==> src/rtl/fp16_normalize_if.sv <==
// Handshake bundle for the fp16 post-add normalizer: operand side (in_*) and result side (out_*).
interface fp16_normalize_if #(
    parameter int EXP_W = 5,
    parameter int MAN_W = 10
);
    logic                   in_valid;
    logic                   in_ready;
    logic                   in_sign;
    logic [EXP_W-1:0]       in_exp;
    logic [MAN_W+1:0]       in_sum;
    logic                   out_valid;
    logic                   out_ready;
    logic [EXP_W+MAN_W:0]   out_result;
    logic                   out_ovf;
    logic                   out_unf;

    modport master (
        output in_valid, in_sign, in_exp, in_sum, out_ready,
        input  in_ready, out_valid, out_result, out_ovf, out_unf
    );

    modport slave (
        input  in_valid, in_sign, in_exp, in_sum, out_ready,
        output in_ready, out_valid, out_result, out_ovf, out_unf
    );
endinterface

==> src/rtl/fp16_normalize.sv <==
// Post-add normalizer: one-bit right shift on carry, iterative left shift to the hidden bit, flush-to-zero.
// Define FP16_NORM_ROUND_EN to round the carry right-shift to nearest-even instead of truncating.
module fp16_normalize #(
    parameter int EXP_W = 5,
    parameter int MAN_W = 10
) (
    input  logic                  clk,
    input  logic                  rst,
    fp16_normalize_if.slave       bus
);
    localparam int RES_W = 1 + EXP_W + MAN_W;
    localparam logic [EXP_W:0] EXP_ONE  = (EXP_W+1)'(1);
    localparam logic [EXP_W:0] EXP_ONES = {1'b0, {EXP_W{1'b1}}};

    typedef enum logic [1:0] {
        IDLE = 2'd0,
        NORM = 2'd1,
        DONE = 2'd2
    } state_t;

    state_t             state_q, state_d;
    logic               sign_q, sign_d;
    logic [EXP_W:0]     exp_q, exp_d;
    logic [MAN_W+1:0]   sum_q, sum_d;
    logic [RES_W-1:0]   result_q, result_d;
    logic               ovf_q, ovf_d;
    logic               unf_q, unf_d;

    // Carry path: fraction and exponent after the one-bit right shift (and optional rounding).
    logic [MAN_W-1:0]   rnd_frac;
    logic [EXP_W:0]     rnd_exp;
`ifdef FP16_NORM_ROUND_EN
    logic               rnd_cy;
`endif

    always_ff @(posedge clk) begin
        if (rst) begin
            state_q  <= IDLE;
            sign_q   <= 1'b0;
            exp_q    <= '0;
            sum_q    <= '0;
            result_q <= '0;
            ovf_q    <= 1'b0;
            unf_q    <= 1'b0;
        end else begin
            state_q  <= state_d;
            sign_q   <= sign_d;
            exp_q    <= exp_d;
            sum_q    <= sum_d;
            result_q <= result_d;
            ovf_q    <= ovf_d;
            unf_q    <= unf_d;
        end
    end

    always_comb begin
        state_d  = state_q;
        sign_d   = sign_q;
        exp_d    = exp_q;
        sum_d    = sum_q;
        result_d = result_q;
        ovf_d    = ovf_q;
        unf_d    = unf_q;
        rnd_frac = sum_q[MAN_W:1];
        rnd_exp  = exp_q + EXP_ONE;
`ifdef FP16_NORM_ROUND_EN
        rnd_cy   = 1'b0;
        // Hidden bit is always set after the carry shift, so a fraction carry means mantissa overflow.
        if (sum_q[1] && sum_q[0]) begin
            {rnd_cy, rnd_frac} = {1'b0, rnd_frac} + (MAN_W+1)'(1);
            if (rnd_cy) begin
                rnd_exp = rnd_exp + EXP_ONE;
            end
        end
`endif

        case (state_q)
            IDLE: begin
                if (bus.in_valid) begin
                    sign_d  = bus.in_sign;
                    exp_d   = {1'b0, bus.in_exp};
                    sum_d   = bus.in_sum;
                    state_d = NORM;
                end
            end
            NORM: begin
                if (sum_q == '0 || exp_q == '0) begin
                    result_d = {sign_q, {EXP_W{1'b0}}, {MAN_W{1'b0}}};
                    ovf_d    = 1'b0;
                    unf_d    = 1'b0;
                    state_d  = DONE;
                end else if (sum_q[MAN_W+1]) begin
                    if (rnd_exp >= EXP_ONES) begin
                        result_d = {sign_q, {EXP_W{1'b1}}, {MAN_W{1'b0}}};
                        ovf_d    = 1'b1;
                    end else begin
                        result_d = {sign_q, rnd_exp[EXP_W-1:0], rnd_frac};
                        ovf_d    = 1'b0;
                    end
                    unf_d   = 1'b0;
                    state_d = DONE;
                end else if (sum_q[MAN_W]) begin
                    result_d = {sign_q, exp_q[EXP_W-1:0], sum_q[MAN_W-1:0]};
                    ovf_d    = 1'b0;
                    unf_d    = 1'b0;
                    state_d  = DONE;
                end else if (exp_q == EXP_ONE) begin
                    result_d = {sign_q, {EXP_W{1'b0}}, {MAN_W{1'b0}}};
                    ovf_d    = 1'b0;
                    unf_d    = 1'b1;
                    state_d  = DONE;
                end else begin
                    sum_d = {sum_q[MAN_W:0], 1'b0};
                    exp_d = exp_q - EXP_ONE;
                end
            end
            DONE: begin
                if (bus.out_ready) begin
                    state_d = IDLE;
                end
            end
            default: state_d = IDLE;
        endcase
    end

    assign bus.in_ready   = (state_q == IDLE);
    assign bus.out_valid  = (state_q == DONE);
    assign bus.out_result = result_q;
    assign bus.out_ovf    = ovf_q;
    assign bus.out_unf    = unf_q;
endmodule
==> src/flat_wrapper.sv <==
// flat-port wrapper written by rule: the top's interface ports become plain ports
module fp16_normalize_flat 
#(
    parameter int EXP_W = 5,
    parameter int MAN_W = 10
)
  (clk, rst, bus_in_valid, bus_in_sign, bus_in_exp, bus_in_sum, bus_out_ready, bus_in_ready, bus_out_valid, bus_out_result, bus_out_ovf, bus_out_unf);
  fp16_normalize_if #(.EXP_W(EXP_W), .MAN_W(MAN_W)) bus_i ();
  input  logic clk;
  input  logic rst;
  input wire logic [$bits(bus_i.in_valid)-1:0] bus_in_valid;
  input wire logic [$bits(bus_i.in_sign)-1:0] bus_in_sign;
  input wire logic [$bits(bus_i.in_exp)-1:0] bus_in_exp;
  input wire logic [$bits(bus_i.in_sum)-1:0] bus_in_sum;
  input wire logic [$bits(bus_i.out_ready)-1:0] bus_out_ready;
  output wire logic [$bits(bus_i.in_ready)-1:0] bus_in_ready;
  output wire logic [$bits(bus_i.out_valid)-1:0] bus_out_valid;
  output wire logic [$bits(bus_i.out_result)-1:0] bus_out_result;
  output wire logic [$bits(bus_i.out_ovf)-1:0] bus_out_ovf;
  output wire logic [$bits(bus_i.out_unf)-1:0] bus_out_unf;
  assign bus_i.in_valid = bus_in_valid;
  assign bus_i.in_sign = bus_in_sign;
  assign bus_i.in_exp = bus_in_exp;
  assign bus_i.in_sum = bus_in_sum;
  assign bus_i.out_ready = bus_out_ready;
  assign bus_in_ready = bus_i.in_ready;
  assign bus_out_valid = bus_i.out_valid;
  assign bus_out_result = bus_i.out_result;
  assign bus_out_ovf = bus_i.out_ovf;
  assign bus_out_unf = bus_i.out_unf;
  fp16_normalize #(.EXP_W(EXP_W), .MAN_W(MAN_W)) u_core (.clk(clk), .rst(rst), .bus(bus_i));
endmodule
==> config.mk <==
export PLATFORM = sky130hd
export DESIGN_NAME = fp16_normalize_flat
export DESIGN_NICKNAME = d
export VERILOG_FILES = /design/src/rtl/fp16_normalize_if.sv /design/src/rtl/fp16_normalize.sv /design/src/flat_wrapper.sv
export SDC_FILE = /design/constraint.sdc
export NUM_CORES = 1
export LEC_CHECK = 0
export ABC_AREA = 1
export CORE_UTILIZATION = 25
export CTS_CLUSTER_DIAMETER = 60
export DETAILED_ROUTE_END_ITERATION = 6
export MAX_ROUTING_LAYER = met4
export PLACE_DENSITY = 0.5
export SKIP_CTS_REPAIR_TIMING = 1
export SYNTH_ARGS = -nofsm -noshare
export SYNTH_HDL_FRONTEND = slang
export SYNTH_SLANG_ARGS = --single-unit
==> constraint.sdc <==
create_clock -name clk -period 1.91 [get_ports clk]
set_input_delay 0.2865 -clock clk [delete_from_list [all_inputs] [get_ports clk]]
set_output_delay 0.2865 -clock clk [all_outputs]
set_load 0.005 [all_outputs]
# Word-level counts from Yosys, hierarchy flattened
# Index checks and enable logic that the tools add are counted.
[totals] ff_bits=39 input_bits=22 output_inout_bits=20 wordCells=67
[classes] n_addsub=2 order_cmp=1 n_eq_ne=10 mux=33 reduce_logical=12
[op_table] op="$mux 16" n=4
[op_table] op="$mux 12" n=4
[op_table] op="$mux 6" n=5
[op_table] op="$pmux 12 s2" n=1
[op_table] op="$mux 15" n=1
[op_table] op="$logic_not 12->1" n=1
[op_table] op="$mux 2" n=6
[op_table] op="$ne 2x2->1 const B" n=6
[op_table] op="$pmux 6 s2" n=1
[op_table] op="$mux 11" n=1
[op_table] op="$mux 1" n=9
[op_table] op="$add 6x1->6 const B" n=1
[op_table] op="$eq 6x1->1 const B" n=1
[op_table] op="$ge 6x5->1 const B" n=1
[op_table] op="$logic_not 6->1" n=1
[op_table] op="$pmux 2 s3" n=1
[op_table] op="$reduce_and 3->1" n=2
[op_table] op="$reduce_and 6->1" n=1
[op_table] op="$sub 6x1->6 const B" n=1
[op_table] op="$ne 5x1->1 const B" n=1
[op_table] op="$reduce_and 2->1" n=2
[op_table] op="$reduce_and 4->1" n=1
[op_table] op="$reduce_bool 4->1" n=1
[op_table] op="$eq 2x1->1 const B" n=1
[op_table] op="4 further kinds" n=4

# Depth between registers and ports, before layout
[depth] word_depth=6 depth_mapped=11 depth_no_buf=11

# Worst setup path before layout
# No wires, ideal clock.
[synth_path] path_kind="flip-flop to flip-flop" start="register u_core.exp_q[0]" end="register u_core.exp_q[4]" setup_ps=116 arrival_ps=1585 t_required_ps=1794 path_slack_ps=209 path_stages_with_launch=12 n_path_buf=1 period_less_slack_ps=1701 path_cell_list="dfxtp_1 -> inv_1 -> ha_1 -> nand3_1 -> inv_1 -> a21oi_4 -> nand3_4 -> nand2_4 -> inv_4 -> buf_6 -> nor2_1 -> nor2_1"
[synth_via] elab_chain_len=6 elab_cells_between_ends=12 cone_classes="add/sub: 1; eq/ne: 3; mux: 5; reduce/logical: 3"
[synth_rtl] element="start, declared" line_no="fp16_normalize.sv:23" text="logic [EXP_W:0] exp_q, exp_d;"
[synth_rtl] element="start signal, assigned" line_no="fp16_normalize.sv:48" text="exp_q <= exp_d;"
[synth_rtl] element="$sub 6x1->6" line_no="fp16_normalize.sv:114" text="exp_d = exp_q - EXP_ONE;"
[synth_rtl] element="$mux 6" line_no="fp16_normalize.sv:107" text="end else if (exp_q == EXP_ONE) begin"
[synth_rtl] element="$mux 6" line_no="fp16_normalize.sv:102" text="end else if (sum_q[MAN_W]) begin"
[synth_rtl] element="$mux 6" line_no="fp16_normalize.sv:92" text="end else if (sum_q[MAN_W+1]) begin"
[synth_rtl] element="$mux 6" line_no="fp16_normalize.sv:87" text="if (sum_q == '0 || exp_q == '0) begin"
[synth_rtl] element="$pmux 6 s2" line_no="fp16_normalize.sv:77" text="case (state_q)"
# Several ways; a longest one is shown, not always the timed one. The select of a mux whose other input is x is not followed.
# A chain may end at the register's enable or synchronous reset.

# Worst setup path after layout
[layout_path] start="register u_core.exp_q[0]" end="register u_core.exp_q[3]"
# Same word-level chain as after synthesis.

==> results_dict.tcl <==
set metrics [dict create \
    outcome "completed" \
    clk_latency_ns 0.30 \
    seq_area_um2 790 \
    via_per_inst 4.53 \
    cap_violations 0 \
    yosysUniqueCellTypes 31 \
    path_max_fanout 7 \
    die_area_um2 9370 \
    slew_violations 0 \
    p_leak_nw 1.26 \
    cts-root-buf "clkbuf_8" \
    async_reset_ff_share_pct 0 \
    cpMostUsedCell "inv_1" \
    drive_above_1_share_pct 11.2 \
    setup_viol 0 \
    clockBufferDepth 2 \
    path_cells "inv_1, ha_2, nand3_1, inv_1, a21oi_4, nand3_4, nand2_8, buf_12, o21ai_0, a21oi_1" \
    finalCritPeriodShare_pct 92.2 \
    mostFrequentLayoutCell "nand2_1" \
    diodes 0 \
    final_hold_viol_count 0 \
    dr_total_vias 2308 \
    nNetsFinal 427 \
    die_w_um 96.8 \
    wl_per_cell_um 12.7 \
    multi_input_area_um2 1270 \
    max_slew_margin_pct 68.3 \
    hp-class "flop to flop" \
    critPathSlowestCell "dfxtp_4" \
    ys.flop_type "dfxtp_1" \
    syn-num-nets 375 \
    rows 34 \
    postRouteAntennaNets 0 \
    synthToLayoutAreaGrowth_pct 33.4 \
    place_congestion 0.833 \
    post-route-drc-count 0 \
    path_buf_inv 3 \
    start_util_pct 25.8 \
    slowest_delay_ns 0.39 \
    critPathLaunchType "flop" \
    fillers 964 \
    fp.dieH_um 96.8 \
    clkTransAtPathRegs_ns 0.08 \
    min_period_ns 1.76 \
    grt_pass1_vias 2163 \
    dr.pass1.iters 4 \
    ir_drop_mv 0.296 \
    io_buffers 41 \
    place_area_um2 2790 \
    dpl_worst_slack_ns 0.0549 \
    crit_family "compound AO/OA/AOI/OAI gates" \
    wirelength_um 6490 \
    setup_ws_ns 0.148 \
    power.density_nw_per_um2 831 \
    gr-total-overflow 0 \
    crit_required_ns 2.14 \
    synth_seq_cells 39 \
    drtIter0Drc 197 \
    core_um2 8720 \
    fin_hold_ws_ns 0.465 \
    hpwl_um 4650 \
    syn_area_um2 2250 \
    antenna_found_initial 0 \
    grt_max_degree 22 \
    criticalPathCategory "flop to flop" \
    mostFrequentLayoutCells "76 x nand2_1, 73 x nor2_1, 42 x inv_1" \
    grt_pass1_wl_um 10700 \
    synth.yosys.seq_area_share_pct 34.8 \
    cts_inserted_buffers 5 \
    synth_edf_count 0 \
    yosys_warnings 0 \
    fin_util_pct 34.3 \
    end_kind "flop" \
    cts_num_sinks 39 \
    avgSynthCellArea_um2 6.44 \
    finalInstanceArea_um2 3000 \
    grt_use_total_pct 14.5 \
    netlist_instances 349 \
    worst_pin_slew_ns 0.475 \
    cts_max_level 2 \
    ios 42 \
    arrival_ns 1.99 \
    finClkSkew_ns 0.00425 \
    cts_tree "yes" \
    max_freq_ghz 0.568 \
    rrSetupSlack_ns 0.15 \
]
==> state kept, by name, summed over array words and instances (netlist names) <==
name,cells
u_core.bus.out_unf,1
u_core.bus.out_ovf,1
u_core.state_q,2
u_core.sum_q,12
u_core.bus.out_result,16
u_core.exp_q,6
u_core.sign_q,1
==> cell type report <==
| class | count | share of cell area [%] |
|---|---|---|
| Inverter | 45 | 5.72 |
| Multi-Input combinational cell | 255 | 42.4 |
| Tap cell | 108 | 4.51 |
| Timing Repair Buffer | 55 | 17.6 |
| Sequential cell | 39 | 26.4 |
| Clock buffer | 8 | 3.34 |
==> worst paths after layout <==
kind,from,end,cells past startpoint
min reg2reg,u_core.bus.out_result[14]$_SDFFE_PP0P_,u_core.bus.out_result[14]$_SDFFE_PP0P_,2
min,u_core.bus.out_result[14]$_SDFFE_PP0P_,u_core.bus.out_result[14]$_SDFFE_PP0P_,2
max,u_core.exp_q[0]$_SDFFE_PP0P_,u_core.exp_q[3]$_SDFFE_PP0P_,10
max reg2reg,u_core.exp_q[0]$_SDFFE_PP0P_,u_core.exp_q[3]$_SDFFE_PP0P_,10
==> through the flow <==
stage               cells  total power, mW  setup TNS [ns]
finish                510             2.49               0
global route          510             2.67        -0.00257
CTS                   504             2.40               0
detailed placement    496             1.77               0
global placement      496             1.76               0
floorplan             349             1.52               0
==> layer usage <==
metal / track usage [%] / vias to the layer above / wire length, µm
met5: - / - / 0
met4: 3.79 / 0 / 82
met3: 3.25 / 5 / 335
met2: 22.5 / 55 / 2930
met1: 19.0 / 1041 / 3140
li1: - / 1207 / -
==> worst reg2reg max path, delay by kind of cell (launching register included) <==
family	cells	cell delay, ns
fa+ha+maj	1	0.21
compound gates	3	0.48
buf+inv	3	0.24
flops	1	0.39
simple gates	3	0.37
==> where the power goes <==
group / total (mW) / internal, mW / switching [mW] / leakage (nW)
clock network: 0.631 / 0.330 / 0.301 / 0.0515
registers: 0.997 / 0.896 / 0.102 / 0.321
logic: 0.861 / 0.348 / 0.513 / 0.885
total: 2.49 / 1.57 / 0.916 / 1.26
==> cells by family (layout without fill, tap and decap cells) <==
| logic type | count (synthesis) | after routing | synth area share [%] |
|---|---|---|---|
| AOI/OAI and AO/OA | 67 | 67 | 15.6 |
| and+or+nand+nor | 180 | 181 | 35.5 |
| DFF | 39 | 39 | 34.8 |
| adders and majority gates | 4 | 4 | 2.23 |
| xor gates and xnor gates | 3 | 3 | 1.17 |
| buffers and inverters | 56 | 108 | 10.7 |
==> synth_stat cells, types with 3 or more instances <==
master	count	area share, %
dfxtp_1	39	35
inv_1	42	7.0
nand3_2	4	1.8
nand3_1	8	1.8
nor2_1	73	12
nand2_1	77	13
o21ai_0	40	8.9
clkbuf_1	5	0.84
ha_1	4	2.2
a21oi_1	20	4.5
nand4_1	7	1.9
buf_6	3	1.5
o21ai_1	4	0.89
Power figures use the tool's default switching activity.
